$ cat src/rtl/tlv5618_pkg.sv
// tlv5618_pkg
// Shared definitions for the TLV5618 update controller:
//   - R1R0 register-select codes for the four word types
//   - FSM state and job-kind enums
//   - mk_word(): packs {R1, SPD, PWR, R0, D[11:0]} into a 16-bit DAC command
package tlv5618_pkg;

   localparam logic [1:0] R1R0_CTRL = 2'b11;
   localparam logic [1:0] R1R0_B    = 2'b00;
   localparam logic [1:0] R1R0_BUF  = 2'b01;
   localparam logic [1:0] R1R0_A    = 2'b10;

   typedef enum logic [1:0] {
      ST_IDLE,
      ST_GO,
      ST_WAIT,
      ST_GAP
   } state_t;

   // Which pending flag a running job retires when it leaves GAP
   typedef enum logic [1:0] {
      JOB_CTRL,
      JOB_BINIT,
      JOB_USER
   } job_t;

   // The two register-select bits straddle SPD/PWR in the command word
   function automatic logic [15:0] mk_word(input logic [1:0]  r1r0,
                                           input logic        spd,
                                           input logic        pwr,
                                           input logic [11:0] d12);
      return {r1r0[1], spd, pwr, r1r0[0], d12};
   endfunction

endpackage

$ cat src/rtl/tlv5618_ctrl.sv
// tlv5618_ctrl
// Update controller for the dual-channel TLV5618 DAC. Arbitrates channel A,
// channel B and control-register rewrites onto one serial driver, builds
// each 16-bit command word and orders buffer/latch writes so B never picks
// up stale data and paired A+B updates land together.
// Ports:
//   clk, rst_n              clock, asynchronous active-low reset
//   a_valid/a_data/a_ready  channel A request handshake (12-bit code)
//   b_valid/b_data/b_ready  channel B request handshake (12-bit code)
//   cfg_speed, cfg_pwrdn    SPD / PWR bits placed in every word
//   cfg_ref                 REF1:REF0 for the control-register write
//   cfg_update              pulse: schedule a control-register rewrite
//   upd_done                pulse when a user update is fully committed
//   busy                    high whenever the FSM is not IDLE
//   drv_set_go/data/done    start pulse, word and completion to the driver
module tlv5618_ctrl
   import tlv5618_pkg::*;
#(
   parameter int          GAP_CYC = 4,
   parameter logic [11:0] INIT_B  = 12'h000
) (
   input  logic        clk,
   input  logic        rst_n,
   input  logic        a_valid,
   input  logic [11:0] a_data,
   output logic        a_ready,
   input  logic        b_valid,
   input  logic [11:0] b_data,
   output logic        b_ready,
   input  logic        cfg_speed,
   input  logic        cfg_pwrdn,
   input  logic [1:0]  cfg_ref,
   input  logic        cfg_update,
   output logic        upd_done,
   output logic        busy,
   output logic        drv_set_go,
   output logic [15:0] drv_set_data,
   input  logic        drv_set_done
);

   localparam logic [7:0] GAP_LAST = 8'(GAP_CYC - 1);

   state_t      state_q, state_d;
   job_t        job_q, job_d;
   logic        cfg_pend_q, cfg_pend_d;
   logic        binit_pend_q, binit_pend_d;
   logic [7:0]  gap_cnt_q, gap_cnt_d;
   logic        second_q, second_d;
   logic [15:0] second_word_q, second_word_d;
   logic [15:0] data_q, data_d;
   logic        go_q, go_d;
   logic        done_q, done_d;
   logic        user_free, a_hs, b_hs;

   // Users are only offered the bus once both init/config jobs are retired
   assign user_free = (state_q == ST_IDLE) && !cfg_pend_q && !binit_pend_q;
   assign a_ready   = user_free;
   assign b_ready   = user_free;
   assign a_hs      = a_valid & a_ready;
   assign b_hs      = b_valid & b_ready;

   assign busy         = (state_q != ST_IDLE);
   assign drv_set_go   = go_q;
   assign drv_set_data = data_q;
   assign upd_done     = done_q;

   // Next-state logic. The word is loaded on every entry to GO and then held;
   // a paired A+B request sends BUF(b) first and queues A(a) so both DAC
   // outputs move on the A word. cfg_update is merged last so a rewrite
   // requested on the very cycle a CTRL job retires is never lost.
   always_comb begin
      state_d       = state_q;
      job_d         = job_q;
      cfg_pend_d    = cfg_pend_q;
      binit_pend_d  = binit_pend_q;
      gap_cnt_d     = gap_cnt_q;
      second_d      = second_q;
      second_word_d = second_word_q;
      data_d        = data_q;
      go_d          = 1'b0;
      done_d        = 1'b0;

      case (state_q)
         ST_IDLE: begin
            if (cfg_pend_q) begin
               state_d = ST_GO;
               job_d   = JOB_CTRL;
               data_d  = mk_word(R1R0_CTRL, cfg_speed, cfg_pwrdn, {10'b0, cfg_ref});
               go_d    = 1'b1;
            end else if (binit_pend_q) begin
               state_d = ST_GO;
               job_d   = JOB_BINIT;
               data_d  = mk_word(R1R0_B, cfg_speed, cfg_pwrdn, INIT_B);
               go_d    = 1'b1;
            end else if (a_hs && b_hs) begin
               state_d       = ST_GO;
               job_d         = JOB_USER;
               data_d        = mk_word(R1R0_BUF, cfg_speed, cfg_pwrdn, b_data);
               second_d      = 1'b1;
               second_word_d = mk_word(R1R0_A, cfg_speed, cfg_pwrdn, a_data);
               go_d          = 1'b1;
            end else if (a_hs) begin
               state_d = ST_GO;
               job_d   = JOB_USER;
               data_d  = mk_word(R1R0_A, cfg_speed, cfg_pwrdn, a_data);
               go_d    = 1'b1;
            end else if (b_hs) begin
               state_d = ST_GO;
               job_d   = JOB_USER;
               data_d  = mk_word(R1R0_B, cfg_speed, cfg_pwrdn, b_data);
               go_d    = 1'b1;
            end
         end
         ST_GO: begin
            state_d = ST_WAIT;
         end
         ST_WAIT: begin
            if (drv_set_done) begin
               state_d = ST_GAP;
            end
         end
         ST_GAP: begin
            if (gap_cnt_q == GAP_LAST) begin
               gap_cnt_d = 8'd0;
               if (second_q) begin
                  state_d  = ST_GO;
                  data_d   = second_word_q;
                  second_d = 1'b0;
                  go_d     = 1'b1;
               end else begin
                  state_d = ST_IDLE;
                  case (job_q)
                     JOB_CTRL:  cfg_pend_d   = 1'b0;
                     JOB_BINIT: binit_pend_d = 1'b0;
                     JOB_USER:  done_d       = 1'b1;
                     default:   ;
                  endcase
               end
            end else begin
               gap_cnt_d = gap_cnt_q + 8'd1;
            end
         end
         default: begin
            state_d = ST_IDLE;
         end
      endcase

      if (cfg_update) begin
         cfg_pend_d = 1'b1;
      end
   end

   // State register. Reset re-arms both init jobs and drops any job in flight.
   always_ff @(posedge clk or negedge rst_n) begin
      if (!rst_n) begin
         state_q       <= ST_IDLE;
         job_q         <= JOB_CTRL;
         cfg_pend_q    <= 1'b1;
         binit_pend_q  <= 1'b1;
         gap_cnt_q     <= 8'd0;
         second_q      <= 1'b0;
         second_word_q <= 16'h0000;
         data_q        <= 16'h0000;
         go_q          <= 1'b0;
         done_q        <= 1'b0;
      end else begin
         state_q       <= state_d;
         job_q         <= job_d;
         cfg_pend_q    <= cfg_pend_d;
         binit_pend_q  <= binit_pend_d;
         gap_cnt_q     <= gap_cnt_d;
         second_q      <= second_d;
         second_word_q <= second_word_d;
         data_q        <= data_d;
         go_q          <= go_d;
         done_q        <= done_d;
      end
   end

endmodule

$ cat config.mk
export PLATFORM = sky130hd
export DESIGN_NAME = tlv5618_ctrl
export DESIGN_NICKNAME = d
export VERILOG_FILES = /design/src/rtl/tlv5618_pkg.sv /design/src/rtl/tlv5618_ctrl.sv
export SDC_FILE = /design/constraint.sdc
export NUM_CORES = 1
export LEC_CHECK = 0
export CAP_MARGIN = 20
export CORE_MARGIN = 2
export CORE_UTILIZATION = 50
export DETAILED_ROUTE_END_ITERATION = 16
export GPL_TIMING_DRIVEN = 0
export PLACE_DENSITY = 0.79
export SLEW_MARGIN = 20
export SYNTH_ARGS = -nofsm -noshare
export SYNTH_HDL_FRONTEND = slang
export SYNTH_SLANG_ARGS = --single-unit
$ cat constraint.sdc
create_clock -name clk -period 2.35 [get_ports clk]
set_clock_uncertainty 0.15 [all_clocks]
set_input_delay 0.47 -clock clk [delete_from_list [all_inputs] [get_ports clk]]
set_output_delay 0.47 -clock clk [all_outputs]
set_load 0.05 [all_outputs]
# Yosys cells after proc, flatten, opt, wreduce, memory -nomap -nowiden
# Cells that the tools add are included.
# word_totals
mem_count	0
reg_bits	48
wordCells	95
latchBits	0
mem_bits_ro	0
ram_bits	0
in_bits	34
# op_classes
reduce_logical	20
n_bitwise	5
n_eq_ne	14
div	0
shifts	0
multipliers	0
n_lt_le_gt_ge	0
n_mux	45
n_addsub	1
# ops
operator	n
$mux W16	7
$pmux W16 S2	1
$mux W2	12
$mux W1	21
$reduce_and A4 Y1	4
$ne A2 B2 Y1 const B	6
$reduce_bool A2 Y1	5
$add A8 B1 Y8 const B	1
$eq A8 B2 Y1 const B	1
$mux W8	1
$pmux W2 S4	1
$eq A2 B2 Y1 const B	3
$ne A6 B5 Y1 const B	1
$reduce_and A5 Y1	1
$reduce_bool A5 Y1	1
$eq A2 B1 Y1 const B	2
$logic_not A2 Y1	2
$pmux W1 S2	2
$logic_and A1 B1 Y1	3
$not A1 Y1	3
$reduce_and A3 Y1	1
$and A1 B1 Y1	2
$logic_not A1 Y1	2
$ne A2 B1 Y1 const B	1
$reduce_and A2 Y1	1

# Depth between registers and ports, before layout
# depth
word_depth	10
depth_mapped	8
mapped_depth_nobuf	6

# Least setup slack after synthesis
# No wires, ideal clock.
# synth_path
path_type	register to output
from	register state_q[0]
to	output port b_ready
slack_ns	-0.842
arrival_time_ns	2.572
path_buffers	1
path_stages_with_launch	6
path_cell_list	dfrtp_1 inv_1 ha_1 inv_1 nor3_1 buf_4
# synth_between
elab_chain_len	3
# synth_rtl
element	line	text
start, declared	tlv5618_ctrl.sv:43	state_t state_q, state_d;
start signal, assigned	tlv5618_ctrl.sv:167	state_q <= state_d;
$logic_not A2 Y1	tlv5618_ctrl.sv:56	assign user_free = (state_q == ST_IDLE) && !cfg_pend_q && !binit_pend_q;
$logic_and A1 B1 Y1 (2 in series)	tlv5618_ctrl.sv:56	
end, declared	tlv5618_ctrl.sv:29	output logic b_ready,
# Every way passes these cells.

# Worst setup path in the final report
# layout_path
from	register state_q[0]
to	output port a_ready
# layout_between
elab_chain_len	3
# layout_rtl
element	line	text
$logic_not A2 Y1	tlv5618_ctrl.sv:56	
$logic_and A1 B1 Y1 (2 in series)	tlv5618_ctrl.sv:56	
end, declared	tlv5618_ctrl.sv:26	output logic a_ready,
# Every way passes these cells.

==> results by group <==
Power and ir drop
  • Power Dens Cells: 1172 mW/mm²
  • Leakage dissipation: 1.394 nW
  • Maximum VDD drop: 559.6 µV

Floorplanning
  • I/O pins: 55
  • Core ar.: 0.004786 mm²
  • Initial Util: 52.29%
  • Die Width: 74.75 µm
  • Core Rows: 25
  • Die ar.: 0.005587 mm²
  • Die H: 74.75 µm

Synthesis
  • Syn_area_per_cell: 10.60 µm²
  • Area of the mapped netlist: 0.002502 mm²
  • Unique masters post-synth: 47
  • Post-Syn Nets: 275
  • Ys flop type: dfrtp_1
  • Register bit total from synthesis: 48
  • Most frequent cell after synthesis: dfrtp_1
  • Yosys top cell area share: 46.00%
  • Ranking of synthesized cells by area: dfrtp_1 (46%), mux2_1 (4.1%), nor3b_1 (3.9%)
  • Asr flop ratio synth: 100.0%
  • Area leader, netlist: dfrtp_1
  • Number of flops mapped to enable cells by yosys: 0
  • Most instantiated cells after synthesis: dfrtp_1 (46), a21oi_1 (19), nand2_1 (16), nor3b_1 (13), a31oi_1 (11)
  • Seq/Total Area, Yosys: 48.10%
  • Yosys Warn Count: 0
  • Synth Instances: 236

Clocking
  • Clk buf depth: 2
  • CTS H-Tree Depth: 2
  • CTS tree: built
  • Clk slew on worst S/H paths: 80 ps
  • Num CTS Buffers: 5
  • Clock network latency to the later pin of the worst-skew pair: 310 ps
  • CTS root buf: clkbuf_8
  • CTS sink count: 48

Timing
  • Final setup margin: 135.9 ps
  • Finish-stage setup viols: 0
  • Max Freq: 451.6 MHz
  • Final number of hold-violating endpoints: 0
  • RSZ-0062 raised after global routing: false
  • Worst slew margin: 57.33%
  • Final Cycle Share: 94.22%
  • Slew @ Worst Pin: 636.6 ps
  • Final slew viol count: 0
  • Fin crit period: 2214 ps

Worst setup path
  • Cell family with the largest share of critical-path delay: buffers and inverters
  • Slowest cell on the critical path: dfrtp_1
  • R2r startpoint: state_q[0]
  • Crit path cell chain: inv_2 -> ha_4 -> clkinvlp_4 -> nor3_4 -> clkbuf_4
  • CP arrival: 1590 ps
  • Setup crit start: state_q[0]
  • Worst Path Buf+Inv: 3
  • Nature of the critical path startpoint: register
  • Crit path required time: 1730 ps
  • CP Max Fanout: 4
  • CP endpoint kind: output port
  • CP max stage delay: 420 ps
  • Crit Path Category: register to output port

Place
  • I/O Buffers: 53
  • GPL Wtd Cong: 0.8606
  • Setup WS pre-CTS: -236.8 ps
  • DP HPWL: 4190 µm

Route
  • Drt drc: 0
  • Pre-Repair DR Iteration Count: 4
  • WL/cell: 15.77 µm
  • Starting DRC count in detailed routing: 111
  • Routed via count: 2053
  • Drt total wl: 5804 µm
  • Post-detailed-route count of antenna-violating nets: 0
  • Number of vias per cell: 5.579

Cells and area
  • # diodes: 0
  • Layout fillers: 385
  • Share of layout cells above drive strength 1: 16.61%
  • FF+latch area: 0.001205 mm²
  • Area occupied by multi-input gates: 0.001215 mm²
  • Fin nets: 340
  • Synthesis-to-finish area growth: 30.85%
  • Finished Core Util: 68.42%

Global route
  • Gr ovfl total: 0
  • Global-route wire length before repair: 9556 µm
  • Vias in the first global route: 1969
  • Global router's overall resource usage: 22.85%
  • Initial antenna violation count: 0
  • Largest net degree at the start of global routing: 34

Hold path
  • Hold_sp: second_word_q[15]
  • Worst min path class: register to register

Job
  • Max Cap Viol: 0

Outcome
  • Status: complete, no violations
## per-stage QoR
stage | total power, mW | cells | area [µm²] | hold WS (ps) | TNS [ps]
6_report | 3.836 | 368 | 3274 | 340.3 | 0
5_1_grt | 4.078 | 368 | 3274 | 371.1 | 0
4_1_cts | 3.819 | 365 | 3251 | 339.0 | 0
3_5_place_dp | 3.350 | 357 | 3163 | 265.9 | -405.7
3_3_place_gp | 3.302 | 356 | 3148 | 302.6 | -32440
2_1_floorplan | 2.717 | 236 | 2534 | 24.41 | -41.44
## worst paths after layout
check / depth (start not counted) / slack [ps] / to
setup reg to reg: 7 / 190 / second_word_q[13]
hold reg to reg: 1 / 340 / second_word_q[15]
max in group asynchronous: 3 / 1090 / drv_set_data[0]
setup / recovery: 5 / 140 / a_ready
min in group asynchronous: 2 / 460 / drv_set_go
hold / removal: 1 / 340 / second_word_q[15]
## routing by layer
metal	up-vias	track usage [%]	routed length, µm
met5	-	0	0
met4	0	6.548	80
met3	7	4.685	228
met2	50	38.54	2919
met1	1016	30.03	2576
li1	980	-	-
## cells in the final DEF, fill, tap and decap left out, types with 3 or more instances in the layout
| cell type | netlist | final |
|---|---|---|
| a21o_1 | 4 | 4 |
| a21oi_1 | 19 | 19 |
| a31oi_1 | 11 | 11 |
| and3_1 | 3 | 3 |
| buf_2 | 6 | 7 |
| buf_4 | 1 | 3 |
| buf_6 | 2 | 4 |
| clkbuf_1 | 7 | 7 |
| clkbuf_8 | 0 | 5 |
| clkdlybuf4s50_1 | 0 | 49 |
| dfrtp_1 | 46 | 45 |
| ha_1 | 5 | 4 |
| inv_1 | 7 | 4 |
| mux2_1 | 9 | 9 |
| mux2_2 | 7 | 7 |
| mux2i_1 | 3 | 3 |
| nand2_1 | 16 | 16 |
| nand2b_1 | 5 | 5 |
| nand3_1 | 5 | 5 |
| nor2_1 | 9 | 9 |
| nor2b_1 | 3 | 3 |
| nor3b_1 | 13 | 13 |
| o21a_1 | 10 | 10 |
| o21ai_0 | 9 | 9 |
| o22ai_1 | 3 | 3 |
| xor2_1 | 3 | 3 |
## registers in the layout, indices dropped and copies added, names as in the netlist
register / count
binit_pend_q: 1
cfg_pend_q: 1
drv_set_data: 16
drv_set_go: 1
gap_cnt_q: 8
job_q: 2
second_q: 1
second_word_q: 15
state_q: 2
upd_done: 1
## cells by family (layout without fill, tap and decap cells)
kind of cell,after synthesis,in the layout,synth area share (%)
compound gates,68,68,18.00
xor+xnor,4,4,1.400
fa+ha+maj,5,5,2.500
buf+inv,23,88,4.500
flops,48,48,48.10
mux,21,21,9.600
simple gates,67,67,15.90
## worst reg2reg max path, cell delays in order, from the launching register on
cell      delay, ps
dfrtp_1         410
inv_2            90
ha_4            180
buf_4           140
and4bb_2        260
nand2_2         170
buf_2           300
mux2_1          360
## area by class of cell
class                      instances  share of cell area (%)
clock inverter                     1                  0.1528
timing repair buffer              58                   17.46
buffer                            16                   2.789
multi-input combinational        165                   37.10
sequential                        48                   36.80
inverter                           7                  0.9171
tap                               67                   2.560
clock buffer                       6                   2.216
## power by group
part / total (mW) / internal (mW) / switching [mW]
clock network: 0.473 / 0.203 / 0.270
registers: 1.29 / 1.08 / 0.203
logic: 2.08 / 0.845 / 1.23
total: 3.84 / 2.13 / 1.70
## timing repair
item,CTS,global route
hold buffers,1,0
setup buffers,0,3
endpoints found under the setup margin,4,5
pin swaps,0,1
resized for setup,11,6
hold endpoints to repair,13,0
No activity file was read; power rests on OpenSTA's default activity.
